[config.mk]
export PLATFORM = sky130hd
export DESIGN_NAME = keypad_scan_ctrl_flat
export DESIGN_NICKNAME = d
export VERILOG_FILES = /design/src/rtl/keypad_scan_ctrl_pkg.sv /design/src/rtl/keypad_scan_ctrl_if.sv /design/src/rtl/keypad_scan_ctrl_key_event_fifo.sv /design/src/rtl/keypad_scan_ctrl.sv /design/src/flat_wrapper.sv
export SDC_FILE = /design/constraint.sdc
export NUM_CORES = 1
export LEC_CHECK = 0
export CAP_MARGIN = 20
export CORE_ASPECT_RATIO = 1.5
export CORE_UTILIZATION = 50
export DETAILED_ROUTE_END_ITERATION = 10
export PLACE_DENSITY = 0.78
export SKIP_LAST_GASP = 1
export SYNTH_ARGS = -nofsm -noshare
export SYNTH_HDL_FRONTEND = slang
export SYNTH_SLANG_ARGS = --single-unit
export TNS_END_PERCENT = 100
[constraint.sdc]
create_clock -name clk -period 7.7 [get_ports clk]
set_input_delay 1.925 -clock clk [delete_from_list [all_inputs] [get_ports clk]]
set_output_delay 1.925 -clock clk [all_outputs]
set_load 0.005 [all_outputs]
[src/rtl/keypad_scan_ctrl_pkg.sv]
// Shared definitions for the matrix-keypad scanner: scan FSM encoding,
// default parameter values and the event-queue entry layout.
package keypad_scan_ctrl_pkg;

    typedef enum logic [1:0] {
        ST_SETTLE = 2'd0,
        ST_EVAL   = 2'd1,
        ST_NEXT   = 2'd2
    } scan_state_t;

    localparam int DEF_ROWS           = 4;
    localparam int DEF_COLS           = 4;
    localparam int DEF_SCAN_DIV       = 1000;
    localparam int DEF_DEBOUNCE_SCANS = 4;
    localparam int DEF_FIFO_DEPTH     = 8;
    localparam int DEF_REPORT_RELEASE = 0;
    localparam int DEF_CODE_W         = $clog2(DEF_ROWS * DEF_COLS);

    // Queue entry is {release, code}: one flag bit above the key code.
    function automatic int entry_width(input int code_w);
        return code_w + 1;
    endfunction

endpackage

[src/rtl/keypad_scan_ctrl_if.sv]
// Event pop handshake between the keypad scanner and its consumer.
interface keypad_scan_ctrl_if
    import keypad_scan_ctrl_pkg::*;
#(
    parameter int CODE_W = DEF_CODE_W
);
    logic              key_valid;
    logic [CODE_W-1:0] key_code;
    logic              key_release;
    logic              key_ready;

    modport master (output key_valid, output key_code, output key_release, input key_ready);
    modport slave  (input key_valid, input key_code, input key_release, output key_ready);
endinterface

[src/rtl/keypad_scan_ctrl_key_event_fifo.sv]
// Synchronous first-word-fall-through FIFO; head is valid whenever empty is low.
module key_event_fifo
    import keypad_scan_ctrl_pkg::*;
#(
    parameter int WIDTH = entry_width(DEF_CODE_W),
    parameter int DEPTH = DEF_FIFO_DEPTH
) (
    input  logic                   clk,
    input  logic                   rst_n,
    input  logic                   push,
    input  logic [WIDTH-1:0]       push_data,
    input  logic                   pop,
    output logic [WIDTH-1:0]       head,
    output logic                   empty,
    output logic                   full,
    output logic [$clog2(DEPTH):0] count
);
    localparam int PTR_W = $clog2(DEPTH);

    logic [WIDTH-1:0] mem [DEPTH];
    logic [PTR_W-1:0] wr_ptr;
    logic [PTR_W-1:0] rd_ptr;
    logic             do_pop;
    logic             do_push;

    assign empty   = (count == '0);
    assign full    = (count == (PTR_W + 1)'(DEPTH));
    assign head    = mem[rd_ptr];
    assign do_pop  = pop && !empty;
    // A full queue still accepts a push when a pop frees the slot this cycle.
    assign do_push = push && (!full || do_pop);

    always_ff @(posedge clk or negedge rst_n) begin
        if (!rst_n) begin
            wr_ptr <= '0;
            rd_ptr <= '0;
            count  <= '0;
            for (int i = 0; i < DEPTH; i++) mem[i] <= '0;
        end else begin
            if (do_push) begin
                mem[wr_ptr] <= push_data;
                wr_ptr      <= wr_ptr + 1'b1;
            end
            if (do_pop) rd_ptr <= rd_ptr + 1'b1;
            count <= count + {{PTR_W{1'b0}}, do_push} - {{PTR_W{1'b0}}, do_pop};
        end
    end

endmodule

[src/rtl/keypad_scan_ctrl.sv]
// Matrix keypad scanner: drives one column low at a time, debounces every key
// independently and queues press (and optionally release) events.
module keypad_scan_ctrl
    import keypad_scan_ctrl_pkg::*;
#(
    parameter int ROWS           = DEF_ROWS,
    parameter int COLS           = DEF_COLS,
    parameter int SCAN_DIV       = DEF_SCAN_DIV,
    parameter int DEBOUNCE_SCANS = DEF_DEBOUNCE_SCANS,
    parameter int FIFO_DEPTH     = DEF_FIFO_DEPTH,
    parameter int REPORT_RELEASE = DEF_REPORT_RELEASE
) (
    input  logic                 clk,
    input  logic                 rst_n,
    input  logic [ROWS-1:0]      row_in,
    output logic [COLS-1:0]      col_out,
    output logic [ROWS*COLS-1:0] key_state,
    output logic                 overflow,
    input  logic                 clr_overflow,
    keypad_scan_ctrl_if.master   key_bus
);
    localparam int KEYS    = ROWS * COLS;
    localparam int CODE_W  = $clog2(KEYS);
    localparam int CNT_W   = $clog2(DEBOUNCE_SCANS + 1);
    localparam int DIV_W   = $clog2(SCAN_DIV);
    localparam int COL_W   = $clog2(COLS);
    localparam int ROW_W   = (ROWS > 1) ? $clog2(ROWS) : 1;
    localparam int ENTRY_W = entry_width(CODE_W);

    scan_state_t       state, state_nxt;
    logic [COL_W-1:0]  col_idx, col_nxt;
    logic [DIV_W-1:0]  dwell, dwell_nxt;
    logic [ROW_W-1:0]  row_idx, row_nxt;
    logic              latch_sample;
    logic              eval_en;

    logic [ROWS-1:0]   row_sync_p0;
    logic [ROWS-1:0]   row_sync_p1;
    logic [ROWS-1:0]   sample;

    logic [CNT_W-1:0]  cnt [KEYS];
    logic [CODE_W-1:0] eval_key;
    logic [CNT_W-1:0]  cur_cnt;
    logic [CNT_W-1:0]  cnt_inc;
    logic              differs;
    logic              flip;
    logic              ev_push;
    logic [ENTRY_W-1:0] ev_data;
    logic              drop;

    logic [ENTRY_W-1:0]         fifo_head;
    logic                       fifo_empty;
    logic                       fifo_full;
    logic [$clog2(FIFO_DEPTH):0] fifo_count;

    always_comb begin
        state_nxt    = state;
        col_nxt      = col_idx;
        dwell_nxt    = dwell;
        row_nxt      = row_idx;
        latch_sample = 1'b0;
        eval_en      = 1'b0;
        case (state)
            ST_SETTLE: begin
                if (dwell == DIV_W'(SCAN_DIV - 1)) begin
                    latch_sample = 1'b1;
                    dwell_nxt    = '0;
                    state_nxt    = ST_EVAL;
                end else begin
                    dwell_nxt = dwell + 1'b1;
                end
            end
            ST_EVAL: begin
                eval_en = 1'b1;
                if (row_idx == ROW_W'(ROWS - 1)) begin
                    row_nxt   = '0;
                    state_nxt = ST_NEXT;
                end else begin
                    row_nxt = row_idx + 1'b1;
                end
            end
            ST_NEXT: begin
                col_nxt   = (col_idx == COL_W'(COLS - 1)) ? '0 : col_idx + 1'b1;
                state_nxt = ST_SETTLE;
            end
            default: state_nxt = ST_SETTLE;
        endcase
    end

    // Stage boundary: scan state, column drive and the two-flop row synchroniser.
    always_ff @(posedge clk or negedge rst_n) begin
        if (!rst_n) begin
            state       <= ST_SETTLE;
            col_idx     <= '0;
            dwell       <= '0;
            row_idx     <= '0;
            col_out     <= '1;
            row_sync_p0 <= '1;
            row_sync_p1 <= '1;
            sample      <= '0;
        end else begin
            state       <= state_nxt;
            col_idx     <= col_nxt;
            dwell       <= dwell_nxt;
            row_idx     <= row_nxt;
            row_sync_p0 <= row_in;
            row_sync_p1 <= row_sync_p0;
            if (latch_sample) sample <= ~row_sync_p1;
            // Columns float high during NEXT so the next column starts from a clean row level.
            col_out <= (state_nxt == ST_NEXT) ? '1 : ~(COLS'(1) << col_nxt);
        end
    end

    always_comb begin
        eval_key = CODE_W'(int'(row_idx) * COLS + int'(col_idx));
        cur_cnt  = cnt[eval_key];
        differs  = (sample[row_idx] != key_state[eval_key]);
        cnt_inc  = cur_cnt + 1'b1;
        flip     = eval_en && differs && (cnt_inc == CNT_W'(DEBOUNCE_SCANS));
        ev_push  = flip && (sample[row_idx] || (REPORT_RELEASE != 0));
        ev_data  = {~sample[row_idx], eval_key};
        drop     = ev_push && fifo_full && !(key_bus.key_ready && !fifo_empty);
    end

    // Stage boundary: per-key debounce state and sticky overflow.
    always_ff @(posedge clk or negedge rst_n) begin
        if (!rst_n) begin
            key_state <= '0;
            overflow  <= 1'b0;
            for (int k = 0; k < KEYS; k++) cnt[k] <= '0;
        end else begin
            if (eval_en) begin
                if (!differs) begin
                    cnt[eval_key] <= '0;
                end else if (flip) begin
                    cnt[eval_key]       <= '0;
                    key_state[eval_key] <= ~key_state[eval_key];
                end else begin
                    cnt[eval_key] <= cnt_inc;
                end
            end
            if (drop) overflow <= 1'b1;
            else if (clr_overflow) overflow <= 1'b0;
        end
    end

    key_event_fifo #(
        .WIDTH (ENTRY_W),
        .DEPTH (FIFO_DEPTH)
    ) u_fifo (
        .clk       (clk),
        .rst_n     (rst_n),
        .push      (ev_push),
        .push_data (ev_data),
        .pop       (key_bus.key_ready),
        .head      (fifo_head),
        .empty     (fifo_empty),
        .full      (fifo_full),
        .count     (fifo_count)
    );

    assign key_bus.key_valid   = (fifo_count != '0);
    assign key_bus.key_code    = fifo_head[CODE_W-1:0];
    assign key_bus.key_release = fifo_head[CODE_W];

endmodule

[src/flat_wrapper.sv]
// flat-port wrapper written by rule: the top's interface ports become plain ports
module keypad_scan_ctrl_flat import keypad_scan_ctrl_pkg::*;
#(
    parameter int ROWS           = DEF_ROWS,
    parameter int COLS           = DEF_COLS,
    parameter int SCAN_DIV       = DEF_SCAN_DIV,
    parameter int DEBOUNCE_SCANS = DEF_DEBOUNCE_SCANS,
    parameter int FIFO_DEPTH     = DEF_FIFO_DEPTH,
    parameter int REPORT_RELEASE = DEF_REPORT_RELEASE
)
  (clk, rst_n, row_in, col_out, key_state, overflow, clr_overflow, key_bus_key_valid, key_bus_key_code, key_bus_key_release, key_bus_key_ready);
  keypad_scan_ctrl_if #(.CODE_W(4)) key_bus_i ();
  input  logic clk;
  input  logic rst_n;
  input  logic [ROWS-1:0] row_in;
  output logic [COLS-1:0] col_out;
  output logic [ROWS*COLS-1:0] key_state;
  output logic overflow;
  input  logic clr_overflow;
  output wire logic [$bits(key_bus_i.key_valid)-1:0] key_bus_key_valid;
  output wire logic [$bits(key_bus_i.key_code)-1:0] key_bus_key_code;
  output wire logic [$bits(key_bus_i.key_release)-1:0] key_bus_key_release;
  input wire logic [$bits(key_bus_i.key_ready)-1:0] key_bus_key_ready;
  assign key_bus_key_valid = key_bus_i.key_valid;
  assign key_bus_key_code = key_bus_i.key_code;
  assign key_bus_key_release = key_bus_i.key_release;
  assign key_bus_i.key_ready = key_bus_key_ready;
  keypad_scan_ctrl #(.ROWS(ROWS), .COLS(COLS), .SCAN_DIV(SCAN_DIV), .DEBOUNCE_SCANS(DEBOUNCE_SCANS), .FIFO_DEPTH(FIFO_DEPTH), .REPORT_RELEASE(REPORT_RELEASE)) u_core (.clk(clk), .rst_n(rst_n), .row_in(row_in), .col_out(col_out), .key_state(key_state), .overflow(overflow), .clr_overflow(clr_overflow), .key_bus(key_bus_i));
endmodule
==> insert_results.sql <==
INSERT INTO impl_metrics (metric_group, metric, value, unit) VALUES
('route', 'routedWlPerCell', '19.1', 'um'),
('floorplanning', 'die_x', '101', 'um'),
('power', 'internal-power', '1.38', 'mW'),
('floorplanning', 'floorplan.die.height', '150', 'um'),
('place', 'placed_cells_incl_taps', '821', ''),
('finish', 'layout.nets', '678', ''),
('route', 'detail-route-antenna-nets', '0', ''),
('place', 'gp_congestion', '0.904', ''),
('floorplanning', 'design.core.area', '14100', 'sq um'),
('clocking', 'clock_tree.buffer_depth', '2', ''),
('route', 'vias', '5131', ''),
('timing', 'max-slew-margin-rel', '27.1', '%'),
('power', 'switching_share', '23.9', '%'),
('global_routing', 'via_count_of_the_first_global_routing_pass', '5241', ''),
('floorplanning', 'die-area', '15100', 'sq um'),
('critical_path', 'worst-setup-path-type', 'reg2reg', ''),
('power', 'vdd.ir_drop.worst', '0.000153', 'V'),
('clocking', 'post-cts-setup-buffers', '0', ''),
('global_routing', 'antenna_found_initial', '0', ''),
('critical_path', 'setup.worst_path.start_class', 'flop', ''),
('global_routing', 'grt_start_max_net_pins', '90', ''),
('power', 'total_power', '1.81', 'mW'),
('clocking', 'worst_setup_hold_path_clk_slew', '0.06', 'ns'),
('route', 'detail_route.wirelength', '16.4', 'mm'),
('yosys', 'synth-warning-count', '0', ''),
('floorplanning', 'fp-row-count', '53', ''),
('power', 'share_seq_of_total_power', '46.8', '%'),
('critical_path', 'critical_path.cell_chain', 'mux4_2 > mux4_2 > ha_1 > nand3b_1 > nor3_1 > mux2i_1 > nand2_1 > buf_8 > a21oi_1 > a31o_1 > ha_1 > inv_1 > fa_1 > inv_1', ''),
('timing', 'tns', '0', 'ns'),
('finish', 'finish.utilization', '58.9', '%'),
('yosys', 'synth-edff-count', '0', ''),
('timing', 'final_min_period_over_clock_period', '61.4', '%'),
('finish', 'layout_commonest_cell', 'sky130_fd_sc_hd__dfrtp_1', ''),
('floorplanning', 'top_level_ports', '35', ''),
('clocking', 'cts-hold-fix-buffers', '0', ''),
('timing', 'timing.hold.ws', '0.355', 'ns'),
('timing', 'timing.final.ws_setup', '2.97', 'ns'),
('route', 'detail_route.drc_violations', '0', ''),
('min_path', 'worstHoldPathCells', '0', ''),
('timing', 'report.final.setup_viol', '0', ''),
('finish', 'n_antenna_cell', '0', ''),
('clocking', 'cts_resized', '0', ''),
('route', 'first_pass_iters', '5', ''),
('critical_path', 'startpoint', 'u_core.col_idx[1]$_DFF_PN0_', ''),
('floorplanning', 'initial_core_util', '51.5', '%'),
('run', 'drv_cap', '0', ''),
('critical_path', 'timing.critical_path.to_type', 'flop', ''),
('clocking', 'cts_max_level', '4', ''),
('finish', 'final_cell_count_no_fill', '856', ''),
('yosys', 'synth-seq-area-share', '50.7', '%'),
('critical_path', 'worstPathRequired', '8.01', 'ns'),
('power', 'cellPowerDensity', '218', 'nW/um^2'),
('yosys', 'synth_nets', '660', ''),
('yosys', 'asyncSetResetFlopFracSynth', '100', '%'),
('critical_path', 'worst_path_largest_cell_delay', '1.06', 'ns'),
('power', 'combinationalPowerShare', '7.4', '%'),
('place', 'dp_slack', '2.53', 'ns'),
('place', 'io_buffer_count', '34', ''),
('outcome', 'outcome', 'finished clean', ''),
('yosys', 'area_of_the_mapped_netlist', '7280', 'sq um'),
('clocking', 'cts_tree', 'built', ''),
('finish', 'top_library_cells_by_usage_in_the_layout_fill_and_taps_aside', 'sky130_fd_sc_hd__dfrtp_1 (135), sky130_fd_sc_hd__nand2_1 (96), sky130_fd_sc_hd__o21ai_1 (42), sky130_fd_sc_hd__mux2_1 (35), sky130_fd_sc_hd__clkdlybuf4s50_1 (33)', ''),
('critical_path', 'worstPathMaxFanout', '27', ''),
('place', 'place.detailed.hpwl', '10.7', 'mm'),
('yosys', 'yosys_most_used_dff', 'sky130_fd_sc_hd__dfrtp_1', ''),
('timing', 'finalHoldViolations', '0', ''),
('power', 'power_frac_clock', '45.9', '%'),
('finish', 'area_growth_syn_to_layout', '14.3', '%'),
('yosys', 'ys_ff_latch', '147', ''),
('min_path', 'min-delay-start', 'u_core.row_sync_p0[2]$_DFF_PN1_', ''),
('critical_path', 'critPathSlowestCell', 'sky130_fd_sc_hd__dfrtp_1', '');
-- cells in the mapped netlist, types with 2 or more instances --
cell type                  number  area, sq um
sky130_fd_sc_hd__nand4_2        7         87.6
sky130_fd_sc_hd__buf_6          7         78.8
sky130_fd_sc_hd__mux2_4         2         30.0
sky130_fd_sc_hd__nand2b_1       5         31.3
sky130_fd_sc_hd__a21oi_1       21          105
sky130_fd_sc_hd__nand3_1       21          105
sky130_fd_sc_hd__xnor2_1        7         61.3
sky130_fd_sc_hd__nor4_1         3         18.8
sky130_fd_sc_hd__inv_1         13         48.8
sky130_fd_sc_hd__mux4_2        24          541
sky130_fd_sc_hd__ha_1          18          225
sky130_fd_sc_hd__nor2_1        14         52.6
sky130_fd_sc_hd__and2_1        11         68.8
sky130_fd_sc_hd__a21o_1         2         15.0
sky130_fd_sc_hd__mux2i_1       13          130
sky130_fd_sc_hd__and3_1         3         18.8
sky130_fd_sc_hd__or3_1          3         18.8
sky130_fd_sc_hd__nand2_1       96          360
sky130_fd_sc_hd__dfstp_2       12          315
sky130_fd_sc_hd__o21ai_0       17         85.1
sky130_fd_sc_hd__o21ai_1       42          210
sky130_fd_sc_hd__o21ai_2       10         87.6
sky130_fd_sc_hd__nor3_1         9         45.0
sky130_fd_sc_hd__a31oi_1        2         12.5
sky130_fd_sc_hd__buf_4          3         22.5
sky130_fd_sc_hd__dfrtp_1      135         3380
sky130_fd_sc_hd__o31ai_1       14          105
sky130_fd_sc_hd__nor2b_1        6         37.5
sky130_fd_sc_hd__buf_2          4         20.0
sky130_fd_sc_hd__inv_2          2         7.51
sky130_fd_sc_hd__mux2_1        35          394
sky130_fd_sc_hd__buf_1          2         7.51
sky130_fd_sc_hd__mux2_2        10          113
sky130_fd_sc_hd__clkbuf_1      23         86.3
sky130_fd_sc_hd__a41oi_1       12          105
sky130_fd_sc_hd__nand4_1        5         31.3
-- worst max-delay path: cells and delay by family (launching register included) --
kind / cells / cell delay, ns
flops: 1 / 1.06
buf+inv: 3 / 0.42
mux: 3 / 1.15
fa+ha+maj: 3 / 0.90
simple gates: 3 / 0.62
compound gates: 2 / 0.46
-- power groups by stage --
stage          combinational [mW]  clock (mW)  sequential [mW]
3_5_place_dp                0.131           0            0.861
2_1_floorplan               0.118           0            0.822
4_1_cts                     0.135       0.839            0.848
6_report                    0.133       0.830            0.846
5_1_grt                     0.151       0.874            0.853
3_3_place_gp                0.121           0            0.858
-- path summary, 6_finish.rpt --
kind,slack [ns],endpoint
worst max-delay path,2.97,u_core.u_fifo.count[1]$_DFF_PN0_
worst min-delay path,0.36,u_core.row_sync_p1[2]$_DFF_PN1_
worst max register to register,2.97,u_core.u_fifo.count[1]$_DFF_PN0_
worst min register to register,0.36,u_core.row_sync_p1[2]$_DFF_PN1_
max in group asynchronous,5.01,u_core.col_out[0]$_DFF_PN1_
min in group asynchronous,1.47,u_core.dwell[9]$_DFFE_PN0P_
-- routing by layer --
metal  global-route usage, %  vias to the layer above  wire length (um)
met5                       0                        -                 0
met4                    10.7                        0               403
met3                    4.06                       44               679
met2                    41.0                      182              8940
met1                    28.0                     2582              6350
li1                        -                     2323                 -
-- state kept, by name, summed over array words and instances, names as in the netlist, 4 cells and up --
| name | cells |
|---|---|
| u_core.sample | 4 |
| u_core.key_state | 16 |
| u_core.row_sync_p1 | 4 |
| u_core.dwell | 10 |
| u_core.row_sync_p0 | 4 |
| u_core.u_fifo.mem | 40 |
| u_core.cnt | 48 |
| u_core.u_fifo.count | 4 |
| u_core.col_out | 4 |
-- cell type report --
| type | count | area (sq um) | share of cell area (%) |
|---|---|---|---|
| Timing Repair Buffer | 39 | 427 | 5.13 |
| Clock inverter | 13 | 159 | 1.91 |
| Clock buffer | 19 | 433 | 5.20 |
| Tap cell | 192 | 240 | 2.89 |
| Sequential cell | 147 | 3690 | 44.4 |
| Inverter | 15 | 56.3 | 0.677 |
| Multi-Input combinational cell | 431 | 3310 | 39.8 |
-- cell families (layout without fill, tap and decap cells) --
| family | Yosys count | count (layout) | share of synthesized area, % |
|---|---|---|---|
| AOI/OAI and AO/OA | 125 | 125 | 10.6 |
| buffers and inverters | 55 | 86 | 3.80 |
| DFF | 147 | 147 | 50.7 |
| and+or+nand+nor | 194 | 194 | 13.6 |
| xor gates and xnor gates | 9 | 9 | 1.34 |
| muxes | 84 | 84 | 16.6 |
| adders and majority gates | 19 | 19 | 3.37 |
(Power assumes the default switching activity.)
